## config.mk

```make
export PLATFORM = sky130hd
export DESIGN_NAME = beat_timer
export DESIGN_NICKNAME = d
export VERILOG_FILES = /design/src/rtl/beat_timer.sv
export SDC_FILE = /design/constraint.sdc
export NUM_CORES = 1
export LEC_CHECK = 0
export CORE_ASPECT_RATIO = 0.6
export CORE_MARGIN = 4
export CORE_UTILIZATION = 49
export DETAILED_ROUTE_END_ITERATION = 12
export HOLD_SLACK_MARGIN = 0.12
export PLACE_DENSITY = 0.77
export SYNTH_ARGS = -nofsm -noshare
export SYNTH_HDL_FRONTEND = slang
export SYNTH_SLANG_ARGS = --single-unit
```

## constraint.sdc

```tcl
create_clock -name CLK -period 2.6 [get_ports CLK]
set_clock_uncertainty 0.1 [all_clocks]
set_input_delay 0.39 -clock CLK [delete_from_list [all_inputs] [get_ports CLK]]
set_output_delay 0.39 -clock CLK [all_outputs]
set_load 0.005 [all_outputs]
```

## src/rtl/beat_timer.sv

```systemverilog
// beat_timer: beat (W1-W3) and phase (T1-T3) generator for the hard-wired CPU.
// Machine cycles are stretched or shortened by SHORT/LONG and halted by STOP.
module beat_timer #(
  parameter int CYCW = 16
) (
  input  logic            CLK,
  input  logic            clr,
  input  logic            QD,
  input  logic            SHORT,
  input  logic            LONG,
  input  logic            STOP,
  output logic            T1,
  output logic            T2,
  output logic            T3,
  output logic            W1,
  output logic            W2,
  output logic            W3,
  output logic            RUN,
  output logic [CYCW-1:0] CYC
);

  typedef enum logic [1:0] {
    IDLE,
    S_W1,
    S_W2,
    S_W3
  } state_t;

  state_t          state;
  state_t          state_n;
  logic [1:0]      ph;
  logic [1:0]      ph_n;
  logic [CYCW-1:0] cyc_n;
  logic [2:0]      t_q;
  logic [2:0]      t_n;
  logic [2:0]      w_q;
  logic [2:0]      w_n;
  logic            run_n;
  logic            sync1;
  logic            sync2;
  logic            sync3;
  logic            go;
  logic            end_cyc;

  // Sync flops reset high so a QD held through reset is not an edge;
  // go adds one stage so T1 lands three edges after QD is first seen.
  always_ff @(posedge CLK or negedge clr) begin
    if (!clr) begin
      sync1 <= 1'b1;
      sync2 <= 1'b1;
      sync3 <= 1'b1;
      go    <= 1'b0;
      state <= IDLE;
      ph    <= 2'd0;
      CYC   <= '0;
      t_q   <= 3'b000;
      w_q   <= 3'b000;
      RUN   <= 1'b0;
    end else begin
      sync1 <= QD;
      sync2 <= sync1;
      sync3 <= sync2;
      go    <= sync2 & ~sync3;
      state <= state_n;
      ph    <= ph_n;
      CYC   <= cyc_n;
      t_q   <= t_n;
      w_q   <= w_n;
      RUN   <= run_n;
    end
  end

  always_comb begin
    state_n = state;
    ph_n    = ph;
    cyc_n   = CYC;
    end_cyc = 1'b0;
    unique case (state)
      IDLE: begin
        ph_n = 2'd0;
        if (go) state_n = S_W1;
      end
      S_W1: begin
        if (ph == 2'd2) begin
          if (SHORT) end_cyc = 1'b1;
          else       state_n = S_W2;
        end
      end
      S_W2: begin
        if (ph == 2'd2) begin
          if (LONG) state_n = S_W3;
          else      end_cyc = 1'b1;
        end
      end
      S_W3: begin
        if (ph == 2'd2) end_cyc = 1'b1;
      end
      default: state_n = IDLE;
    endcase
    if (state != IDLE) begin
      if (ph == 2'd2) ph_n = 2'd0;
      else            ph_n = 2'(ph + 2'd1);
    end
    if (end_cyc) begin
      cyc_n   = CYC + CYCW'(1);
      state_n = STOP ? IDLE : S_W1;
    end
  end

  // Outputs are decoded from next state and then registered.
  always_comb begin
    t_n   = 3'b000;
    w_n   = 3'b000;
    run_n = (state_n != IDLE);
    unique case (state_n)
      S_W1:    w_n = 3'b001;
      S_W2:    w_n = 3'b010;
      S_W3:    w_n = 3'b100;
      default: w_n = 3'b000;
    endcase
    if (run_n) begin
      unique case (ph_n)
        2'd0:    t_n = 3'b001;
        2'd1:    t_n = 3'b010;
        default: t_n = 3'b100;
      endcase
    end
  end

  assign T1 = t_q[0];
  assign T2 = t_q[1];
  assign T3 = t_q[2];
  assign W1 = w_q[0];
  assign W2 = w_q[1];
  assign W3 = w_q[2];

endmodule

```

==> impl_results.rst, run 1 <==
.. list-table::
   :header-rows: 1

   * - Metric
     - Value
   * - Post-CTS sizing
     - 0
   * - Antenna cell count
     - 0
   * - Fraction of final layout cells with drive strength greater than 1
     - 13.8%
   * - Number of global-route vias before repair
     - 959
   * - Start point of the worst hold path
     - sync1
   * - Synth cell types
     - 34
   * - Clock-pin slew of the registers on the worst-case setup and hold paths
     - 0.06 ns
   * - Instance count of the mapped netlist
     - 116
   * - Hold WC Path Type
     - reg -> reg
   * - Fin crit period
     - 2.33 ns
   * - Dominant combinational cell family by area after synthesis
     - simple AND/OR/NAND/NOR gates
   * - Number of optimization iterations in the first detailed-route pass
     - 4
   * - Ratio of final minimum period to clock period
     - 89.6%
   * - Worst slew pin tran
     - 0.613 ns
   * - Sequential share of the synthesized area
     - 57.1%
   * - Proportion of synthesized area in mux cells
     - 1.56%
   * - Count of H-tree levels built during CTS
     - 2
   * - Root buffer cell
     - sky130_fd_sc_hd__clkbuf_8
   * - Number of remaining DRC errors
     - 0
   * - Final hold slack
     - 0.259 ns
   * - Sequential Power Share
     - 41.9%
   * - LEAKAGE
     - 0.820 nW
   * - Initial core utilization
     - 53.0%
   * - Syn_nets
     - 127
   * - DRT Wirelength
     - 2.73 mm
   * - Global-route wire length before repair
     - 4.75 mm
   * - Count of pins over their slew limit
     - 0
   * - Critical path endpoint category
     - register
   * - Cells on worst reg2reg path
     - 7
   * - Data arrival, critical path
     - 2.39 ns
   * - Max cap viols
     - 0
   * - Startpoint of the most critical setup path
     - state[0]
   * - Share of synthesized cell area in full adder, half adder and majority cells
     - 4.58%
   * - Post-DR wirelength/cell
     - 14.8 microns
   * - Sink Count
     - 31
   * - IR Drop Worst-Case VDD
     - 0.000502 V
   * - Placeable core area
     - 0.00257 sq mm
   * - Area overhead of the layout relative to synthesis
     - 29.8%
   * - Capture endpoint of the worst hold path
     - sync2
   * - Die area
     - 0.00372 sq mm
   * - Final #Nets
     - 162
   * - Number of buffers created by CTS
     - 5
   * - Total power
     - 1.57 mW
   * - Setup tns final
     - 0 ns
   * - Combined area of all synthesized cells
     - 0.00137 sq mm
   * - Cell-internal power
     - 1.05 mW
   * - Count of flip-flops with a built-in enable after synthesis
     - 0
   * - Maximum fanout along the worst path
     - 7
   * - Switching portion of total power
     - 32.9%
   * - XOR/XNOR share of the synthesized area
     - 9.62%
   * - Final Hold Vio Count
     - 0
   * - Drt initial violations
     - 71
   * - Pin count of the biggest net entering global routing
     - 32
   * - Number of antenna violations at the first check in global routing
     - 0
   * - Yosys top cell by area
     - sky130_fd_sc_hd__dfrtp_1
   * - Run status
     - complete, no violations
   * - Required time of the worst setup path
     - 2.66 ns
   * - Clock power share
     - 22.9%
   * - Basic-gate share of the synthesized area counting and, or, nand and nor cells
     - 18.9%
   * - Setup Viol. Count Final
     - 0
   * - CTS Buffer Depth
     - 2
   * - Synth top area share
     - 51.3%
   * - RSZ-0062 raised after global routing
     - no
   * - Endpoint of the worst-slack reg-to-reg timing path
     - CYC[1]
   * - Worst max-slew margin expressed relative to the limit
     - 58.8%
   * - Via count
     - 958
   * - Vert. Die Dim
     - 48.9 microns
   * - Post-DR vias/cell
     - 5.21
   * - Global-route usage over all layers
     - 16.6%
   * - Non-filler instance count after layout
     - 184
   * - Clock tree from TritonCTS
     - done
   * - Post-detailed-placement half-perimeter wirelength
     - 2.03 mm
   * - Asr flop ratio synth
     - 100%
   * - Post-CTS setup buffer count
     - 0
   * - Port Buf Inserts
     - 28
   * - Synth Area in Compound Gates
     - 5.13%
   * - Yosys warning count
     - 0
   * - Critical Setup Path Class
     - reg -> reg
   * - IO Pins
     - 29
   * - Total overflow reported by the global router
     - 0
   * - Last weighted congestion value of the routability-driven placer
     - 0.755
   * - Worst setup SP type
     - register
   * - ANT nets after route
     - 0
   * - Average cell area after synthesis
     - 11.8 sq um
   * - CTS hold repair buffers
     - 0
   * - Top post-synthesis cells by area
     - sky130_fd_sc_hd__dfrtp_1 51%, sky130_fd_sc_hd__dfstp_2 5.8%, sky130_fd_sc_hd__xnor2_1 5.8%
   * - Source-to-sink clock delay at the later pin of the worst-skew pair
     - 0.28 ns
   * - Depth of the worst hold-timing path
     - 0
   * - Reg-to-reg setup timing slack
     - 0.27 ns
   * - Prevailing post-synth register cell
     - sky130_fd_sc_hd__dfrtp_1
   * - Power spent charging and discharging nets
     - 0.517 mW
   * - Standard-cell row count
     - 14
   * - Pwr per Cell Area
     - 886 mW/mm^2
   * - Worst reg2reg startpoint
     - state[0]
   * - Logic pwr share
     - 35.2%
   * - Synthesis-stage register bit count
     - 31
   * - Post-placement cell count
     - 176
   * - Final core utilization
     - 68.8%
   * - Die span in x
     - 76.1 microns
   * - Maximum clock frequency
     - 429 MHz
==> cells in the final DEF, fill, tap and decap left out, drive strengths merged, types with 2 or more instances in the layout <==
master / netlist / routed
a21oi: 3 / 3
a31oi: 2 / 2
and3: 5 / 5
buf: 2 / 3
clkbuf: 1 / 5
clkdlybuf4s50: 0 / 28
clkinv: 0 / 3
dfrtp: 28 / 28
dfstp: 3 / 3
ha: 5 / 5
inv: 6 / 6
nand2: 11 / 11
nand4: 4 / 4
nor2: 6 / 6
nor2b: 4 / 4
nor3: 4 / 4
nor3b: 2 / 2
or2: 2 / 2
xnor2: 9 / 9
xor2: 6 / 6
==> state kept, by name (all words and copies together), names as in the netlist <==
register and count:
sync3 1, go 1, ph 2, CYC 16, t_q 3, sync1 1
state 2, sync2 1, w_q 3, RUN 1
==> final cells by class <==
class                      count  area [sq um]
clock buffer                   5          68.8
inverter                       6          22.5
fill                         206           803
multi-input combinational     76           543
tap                           32          40.0
timing repair buffer          31           303
clock inverter                 3          15.0
sequential                    31           779
==> how the worst max path moves through the flow <==
stage | end | slack [ns] | cells past startpoint
final | CYC[1] | 0.27 | 7
after global routing | CYC[9] | 0.1 | 8
after CTS | CYC[1] | 0.26 | 7
after detailed placement | CYC[1] | 0.09 | 6
after global placement | CYC[1] | 0.20 | 6
after floorplan | CYC[15] | 0.60 | 8
==> power by group through the flow <==
stage          Sequential [mW]  Clock (mW)  Combinational, mW
5_1_grt                  0.670       0.395              0.623
6_report                 0.659       0.359              0.552
4_1_cts                  0.659       0.367              0.555
2_1_floorplan            0.656           0              0.323
3_3_place_gp             0.660           0              0.533
3_5_place_dp             0.667           0              0.553
==> synthesized netlist by cell type, drive strengths merged (3+ instances only) <==
master / n
and3: 5
a21oi: 3
dfstp: 3
nor2b: 4
nor3: 4
nand4: 4
ha: 5
nand2: 11
xor2: 6
nor2: 6
xnor2: 9
inv: 6
dfrtp: 28
==> worst max-delay path: stages, from the launching register on <==
cell and delay, ns:
sky130_fd_sc_hd__dfrtp_1 0.41, sky130_fd_sc_hd__inv_1 0.09, sky130_fd_sc_hd__ha_1 0.22, sky130_fd_sc_hd__or2_2 0.14, sky130_fd_sc_hd__a31oi_2 0.11, sky130_fd_sc_hd__nor3_1 0.53, sky130_fd_sc_hd__buf_4 0.27, sky130_fd_sc_hd__mux2_2 0.33
==> stage by stage <==
stage	cell area, sq um	setup slack [ns]
2_1_floorplan	1370	0.600
3_3_place_gp	1690	0.203
3_5_place_dp	1690	0.0950
4_1_cts	1770	0.262
5_1_grt	1770	0.0992
6_report	1770	0.272
==> cells by family after synthesis <==
kind of cell / after synthesis
flops: 31
mux: 2
xor+xnor: 15
buf+inv: 9
fa+ha+maj: 5
compound gates: 10
simple gates: 44
==> routing by layer <==
metal / track usage, % / vias to the layer above / share of wire (%)
met5: 0 / - / 0
met4: 7.85 / 0 / 2.0
met3: 8.12 / 7 / 6.7
met2: 23.0 / 22 / 44
met1: 21.7 / 472 / 47
li1: - / 457 / -
Power figures use the tool's default switching activity.
==> inputs of run 2 (changes only) <==
--- a/config.mk
+++ b/config.mk
@@ -6,11 +6,9 @@
 export NUM_CORES = 1
 export LEC_CHECK = 0
 export CORE_ASPECT_RATIO = 0.6
-export CORE_MARGIN = 4
-export CORE_UTILIZATION = 49
+export CORE_UTILIZATION = 26
 export DETAILED_ROUTE_END_ITERATION = 12
 export HOLD_SLACK_MARGIN = 0.12
-export PLACE_DENSITY = 0.77
 export SYNTH_ARGS = -nofsm -noshare
 export SYNTH_HDL_FRONTEND = slang
 export SYNTH_SLANG_ARGS = --single-unit
==> impl_results.rst, run 2 (synthesis gave the netlist of run 1 again) <==
.. list-table::
   :header-rows: 1

   * - Metric
     - Value
   * - Via count
     - 954 (was 958)
   * - Clock-pin slew of the registers on the worst-case setup and hold paths
     - 0.07 ns (was 0.06 ns)
   * - Antenna cell count
     - 0 (unchanged)
   * - Standard-cell row count
     - 20 (was 14)
   * - Port Buf Inserts
     - 28 (unchanged)
   * - Max cap viols
     - 0 (unchanged)
   * - CTS hold repair buffers
     - 0 (unchanged)
   * - Setup tns final
     - 0 ns (unchanged)
   * - Final Hold Vio Count
     - 0 (unchanged)
   * - Count of H-tree levels built during CTS
     - 2 (unchanged)
   * - Pwr per Cell Area
     - 881 mW/mm^2 (was 886 mW/mm^2)
   * - Setup Slack @ Placement
     - -0.0429 ns (was 0.0950 ns)
   * - Post-detailed-placement half-perimeter wirelength
     - 2.11 mm (was 2.03 mm)
   * - Initial core utilization
     - 27.0% (was 53.0%)
   * - Root buffer cell
     - sky130_fd_sc_hd__clkbuf_8 (unchanged)
   * - Start point of the worst hold path
     - sync1 (unchanged)
   * - Fraction of final layout cells with drive strength greater than 1
     - 13.8% (unchanged)
   * - Worst setup SP type
     - register (unchanged)
   * - Drt initial violations
     - 37 (was 71)
   * - Maximum fanout along the worst path
     - 8 (was 7)
   * - Post-DR vias/cell
     - 4.38 (was 5.21)
   * - Source-to-sink clock delay at the later pin of the worst-skew pair
     - 0.28 ns (about the same)
   * - Worst Setup Slack, final
     - 0.325 ns (was 0.272 ns)
   * - ANT nets after route
     - 0 (unchanged)
   * - Sink Count
     - 31 (unchanged)
   * - Data arrival, critical path
     - 2.32 ns (was 2.39 ns)
   * - Die span in x
     - 95.5 microns (was 76.1 microns)
   * - Worst slew pin tran
     - 0.477 ns (was 0.613 ns)
   * - Vert. Die Dim
     - 58.1 microns (was 48.9 microns)
   * - Number of optimization iterations in the first detailed-route pass
     - 4 (unchanged)
   * - Maximum clock frequency
     - 440 MHz (was 429 MHz)
   * - IR Drop Worst-Case VDD
     - 0.000236 V (was 0.000502 V)
   * - Startpoint of the most critical setup path
     - state[0] (unchanged)
   * - Required time of the worst setup path
     - 2.64 ns (was 2.66 ns)
   * - IO Pins
     - 29 (unchanged)
   * - Number of remaining DRC errors
     - 0 (unchanged)
   * - Number of buffers created by CTS
     - 5 (unchanged)
   * - Area of placed instances
     - 0.00173 sq mm (was 0.00169 sq mm)
   * - RSZ-0062 raised after global routing
     - no (unchanged)
   * - DRT Wirelength
     - 2.95 mm (was 2.73 mm)
   * - Ratio of final minimum period to clock period
     - 87.5% (was 89.6%)
   * - Critical Setup Path Class
     - reg -> reg (unchanged)
   * - Run status
     - complete, no violations (unchanged)
   * - Largest registers
     - CYC: 16 flops, t_q: 3 flops, w_q: 3 flops (unchanged)
   * - Number of antenna violations at the first check in global routing
     - 0 (unchanged)
   * - Critical path endpoint category
     - register (unchanged)
   * - CTS Buffer Depth
     - 2 (unchanged)
   * - Register with the highest flop count
     - CYC (unchanged)
   * - Worst reg2reg startpoint
     - state[0] (unchanged)
   * - Flip-flop count of the largest register after layout
     - 16 (unchanged)
   * - Most frequent cells in the layout
     - 28 x sky130_fd_sc_hd__dfrtp_1, 28 x sky130_fd_sc_hd__clkdlybuf4s50_1, 11 x sky130_fd_sc_hd__nand2_1 (unchanged)
   * - LEAKAGE
     - 0.815 nW (was 0.820 nW)
   * - Die area
     - 0.00555 sq mm (was 0.00372 sq mm)
   * - Pin count of the biggest net entering global routing
     - 32 (unchanged)
   * - Fin crit period
     - 2.27 ns (was 2.33 ns)
   * - Global-route wire length before repair
     - 4.94 mm (was 4.75 mm)
   * - Final #Nets
     - 162 (unchanged)
   * - Hold WC Path Type
     - reg -> reg (unchanged)
   * - Post-DR wirelength/cell
     - 13.5 microns (was 14.8 microns)
   * - Placeable core area
     - 0.00505 sq mm (was 0.00257 sq mm)
   * - Number of global-route vias before repair
     - 1,013 (was 959)
   * - Cell area after layout
     - 0.00182 sq mm (was 0.00177 sq mm)
   * - Last weighted congestion value of the routability-driven placer
     - 0.767 (was 0.755)
   * - Final core utilization
     - 36.0% (was 68.8%)
   * - Area overhead of the layout relative to synthesis
     - 33.4% (was 29.8%)
   * - Count of pins over their slew limit
     - 0 (unchanged)
   * - # fillers
     - 504 (was 206)
   * - Setup Viol. Count Final
     - 0 (unchanged)
   * - Clock tree from TritonCTS
     - done (unchanged)
   * - Worst max-slew margin expressed relative to the limit
     - 68.0% (was 58.8%)
   * - Total overflow reported by the global router
     - 0 (unchanged)
   * - Global-route usage over all layers
     - 12.3% (was 16.6%)
[run 2: final timing paths]
path,cells past startpoint,slack (ns),to
min in group asynchronous,2,0.40,CYC[8]
max,7,0.33,t_q[0]
max reg2reg,7,0.33,t_q[0]
max in group asynchronous,2,1.69,sync3
min,0,0.26,sync2
min reg2reg,0,0.26,sync2
[run 2: area by class of cell]
cell class / instances / area, sq um / area share, %
repair buffers: 31 / 303 / 16.6
clock buffers: 6 / 72.6 / 3.99
inverters: 6 / 22.5 / 1.24
flip-flops and latches: 31 / 779 / 42.8
well taps: 66 / 82.6 / 4.54
multi-input cells: 76 / 548 / 30.1
clock inverters: 2 / 12.5 / 0.687
[run 2: power breakdown]
part	switching [mW]	total (mW)	leakage, nW	internal, mW
logic	0.296	0.583	0.368	0.287
clock network	0.179	0.366	0.0412	0.187
registers	0.0680	0.654	0.405	0.586
[run 2: stage by stage]
step                instances  power (mW)  hold WS [ns]
floorplan                 116       0.979      -0.00559
global placement          210        1.19         0.247
detailed placement        210        1.23         0.249
CTS                       218        1.61         0.259
global route              218        1.72         0.265
finish                    218        1.60         0.257
[run 2: timing repair]
action,4_1_cts,5_1_grt
endpoints found under the hold margin,0,0
setup buffers,0,0
gates resized for setup,0,1
endpoints found under the setup margin,0,4
[run 2: worst max-delay path, stage by stage, from the launching register on]
cell and delay (ns):
sky130_fd_sc_hd__dfrtp_1 0.40, sky130_fd_sc_hd__inv_1 0.09, sky130_fd_sc_hd__ha_1 0.24, sky130_fd_sc_hd__or2_2 0.30
sky130_fd_sc_hd__a31oi_2 0.29, sky130_fd_sc_hd__nor3_2 0.15, sky130_fd_sc_hd__nor3b_1 0.43, sky130_fd_sc_hd__a211oi_1 0.12
[run 2: routing by layer]
| metal | GRT usage, % | vias to the layer above | routed length, microns |
|---|---|---|---|
| met5 | 0 | - | 0 |
| met4 | 8.32 | 0 | 105 |
| met3 | 4.33 | 14 | 171 |
| met2 | 18.1 | 38 | 1280 |
| met1 | 15.2 | 445 | 1390 |
| li1 | - | 457 | - |
==> inputs of run 3 (changes only) <==
==> constraint.sdc (replaced) <==
create_clock -name CLK -period 2.6 [get_ports CLK]
set_clock_uncertainty 0.1 [all_clocks]
set_input_delay 0.26 -clock CLK [delete_from_list [all_inputs] [get_ports CLK]]
set_output_delay 0.26 -clock CLK [all_outputs]
set_load 0.005 [all_outputs]
==> impl_results.rst, run 3 (synthesis gave the netlist of run 1 again) <==
.. list-table::
   :header-rows: 1

   * - Metric
     - Value
   * - Area overhead of the layout relative to synthesis
     - 34.1% (was 33.4%)
   * - Clock-pin slew of the registers on the worst-case setup and hold paths
     - 0.07 ns (about the same)
   * - Register with the highest flop count
     - CYC (unchanged)
   * - Destination of the critical timing path
     - CYC[1] (was t_q[0])
   * - Maximum fanout along the worst path
     - 7 (was 8)
   * - Via count
     - 956 (was 954)
   * - Critical Setup Path Class
     - reg -> reg (unchanged)
   * - Flip-flop count of the largest register after layout
     - 16 (unchanged)
   * - Worst setup SP type
     - register (unchanged)
   * - RSZ-0062 raised after global routing
     - no (unchanged)
   * - Number of global-route vias before repair
     - 958 (was 1,013)
   * - Non-filler instance count after layout
     - 218 (unchanged)
   * - Largest registers
     - CYC: 16 flops, t_q: 3 flops, w_q: 3 flops (unchanged)
   * - Critical path endpoint category
     - register (unchanged)
   * - CTS Buffer Depth
     - 2 (unchanged)
   * - Die span in x
     - 95.5 microns (unchanged)
   * - Worst Setup Slack, final
     - 0.229 ns (was 0.325 ns)
   * - Number of antenna violations at the first check in global routing
     - 0 (unchanged)
   * - Source-to-sink clock delay at the later pin of the worst-skew pair
     - 0.28 ns (about the same)
   * - Pin count of the biggest net entering global routing
     - 32 (unchanged)
   * - Drt initial violations
     - 18 (was 37)
   * - Worst slew pin tran
     - 0.670 ns (was 0.477 ns)
   * - Post-DR vias/cell
     - 4.39 (was 4.38)
   * - Total overflow reported by the global router
     - 0 (unchanged)
   * - Fin crit period
     - 2.37 ns (was 2.27 ns)
   * - Vert. Die Dim
     - 58.1 microns (unchanged)
   * - Last weighted congestion value of the routability-driven placer
     - 0.759 (was 0.767)
   * - Root buffer cell
     - sky130_fd_sc_hd__clkbuf_8 (unchanged)
   * - ANT nets after route
     - 0 (unchanged)
   * - Worst max-slew margin expressed relative to the limit
     - 55.0% (was 68.0%)
   * - Setup Slack @ Placement
     - 0.249 ns (was -0.0429 ns)
   * - Standard-cell row count
     - 20 (unchanged)
   * - IO Pins
     - 29 (unchanged)
   * - Endpoint of the worst-slack reg-to-reg timing path
     - CYC[1] (was t_q[0])
   * - Post-placement cell count
     - 210 (unchanged)
   * - Final Hold Vio Count
     - 0 (unchanged)
   * - Required time of the worst setup path
     - 2.66 ns (was 2.64 ns)
   * - Most frequent cells in the layout
     - 28 x sky130_fd_sc_hd__dfrtp_1, 28 x sky130_fd_sc_hd__clkdlybuf4s50_1, 11 x sky130_fd_sc_hd__nand2_1 (unchanged)
   * - Setup tns final
     - 0 ns (unchanged)
   * - Post-detailed-placement half-perimeter wirelength
     - 2.09 mm (was 2.11 mm)
   * - Ratio of final minimum period to clock period
     - 91.2% (was 87.5%)
   * - DRT Wirelength
     - 2.79 mm (was 2.95 mm)
   * - Die area
     - 0.00555 sq mm (unchanged)
   * - Run status
     - complete, no violations (unchanged)
   * - Global-route wire length before repair
     - 4.76 mm (was 4.94 mm)
   * - Fraction of final layout cells with drive strength greater than 1
     - 13.2% (was 13.8%)
   * - Number of buffers created by CTS
     - 5 (unchanged)
   * - Setup Viol. Count Final
     - 0 (unchanged)
   * - Maximum clock frequency
     - 422 MHz (was 440 MHz)
   * - Port Buf Inserts
     - 28 (unchanged)
   * - Placeable core area
     - 0.00505 sq mm (unchanged)
   * - Count of pins over their slew limit
     - 0 (unchanged)
   * - Initial core utilization
     - 27.0% (unchanged)
   * - Global-route usage over all layers
     - 11.8% (was 12.3%)
   * - Post-DR wirelength/cell
     - 12.8 microns (was 13.5 microns)
   * - Reg-to-reg setup timing slack
     - 0.23 ns (was 0.33 ns)
   * - Startpoint of the most critical setup path
     - state[0] (unchanged)
   * - LEAKAGE
     - 0.824 nW (was 0.815 nW)
   * - Count of H-tree levels built during CTS
     - 2 (unchanged)
   * - Data arrival, critical path
     - 2.43 ns (was 2.32 ns)
   * - Sink Count
     - 31 (unchanged)
   * - Area of placed instances
     - 0.00173 sq mm (unchanged)
   * - Clock tree from TritonCTS
     - done (unchanged)
   * - Cells on worst reg2reg path
     - 7 (unchanged)
   * - Pwr per Cell Area
     - 889 mW/mm^2 (was 881 mW/mm^2)
   * - Post-CTS setup buffer count
     - 0 (unchanged)
   * - Number of optimization iterations in the first detailed-route pass
     - 4 (unchanged)
   * - Max cap viols
     - 0 (unchanged)
   * - IR Drop Worst-Case VDD
     - 0.000288 V (was 0.000236 V)
   * - Final hold slack
     - 0.256 ns (was 0.257 ns)
   * - Worst reg2reg startpoint
     - state[0] (unchanged)
   * - Number of remaining DRC errors
     - 0 (unchanged)
   * - CTS hold repair buffers
     - 0 (unchanged)
   * - Antenna cell count
     - 0 (unchanged)
   * - Hold WC Path Type
     - in -> async (was reg -> reg)
   * - Final #Nets
     - 162 (unchanged)
   * - Post-CTS sizing
     - 0 (unchanged)
   * - Cell area after layout
     - 0.00183 sq mm (was 0.00182 sq mm)
## run 3: changes by cell type in the layout (fill, tap and decap cells not counted), sizes merged
cell	before	now
clkinv	1	0
clkinvlp	1	0
clkbuf	6	8
## run 3: how the worst min path moves through the flow
| stage | from | to | slack (ns) | cells past startpoint |
|---|---|---|---|---|
| 6_report | clr | state[0] | 0.26 | 2 |
| 5_1_grt | sync1 | sync2 | 0.26 | 0 |
| 4_1_cts | sync1 | sync2 | 0.26 | 0 |
| 3_5_place_dp | sync1 | sync2 | 0.25 | 0 |
| 3_3_place_gp | sync1 | sync2 | 0.25 | 0 |
| 2_1_floorplan | clr | CYC[0] | -0.14 | 0 |
## run 3: power by group
part / switching [mW] / internal (mW)
registers: 0.0678 / 0.587
logic: 0.279 / 0.284
clock network: 0.170 / 0.241
total: 0.516 / 1.11
## run 3: layout make-up
cell class	instances	area [sq um]
inverters	6	22.5
multi-input cells	76	543
fillers	519	3220
repair buffers	31	303
clock buffers	8	100
well taps	66	82.6
flip-flops and latches	31	779
## run 3: stage by stage
stage	power [mW]	utilization, %
CTS	1.65	36.2
finish	1.63	36.2
global route	1.75	36.2
detailed placement	1.23	34.2
floorplan	0.979	-
global placement	1.19	34.2
## run 3: worst max-delay path, stage by stage, from the launching register on
cell and delay, ns:
sky130_fd_sc_hd__dfrtp_1 0.41, sky130_fd_sc_hd__inv_1 0.10, sky130_fd_sc_hd__ha_1 0.21, sky130_fd_sc_hd__or2_2 0.14, sky130_fd_sc_hd__a31oi_2 0.12, sky130_fd_sc_hd__nor3_1 0.58
sky130_fd_sc_hd__buf_4 0.27, sky130_fd_sc_hd__mux2_2 0.33
## run 3: per-layer routing
metal | routed length [microns] | share of wire (%) | vias to the layer above | global-route usage [%]
li1 | - | - | 455 | -
met1 | 1340 | 48 | 463 | 15.7
met2 | 1240 | 44 | 30 | 17.6
met3 | 166 | 5.9 | 8 | 4.33
met4 | 46 | 1.6 | 0 | 4.48
met5 | 0 | 0 | - | 0
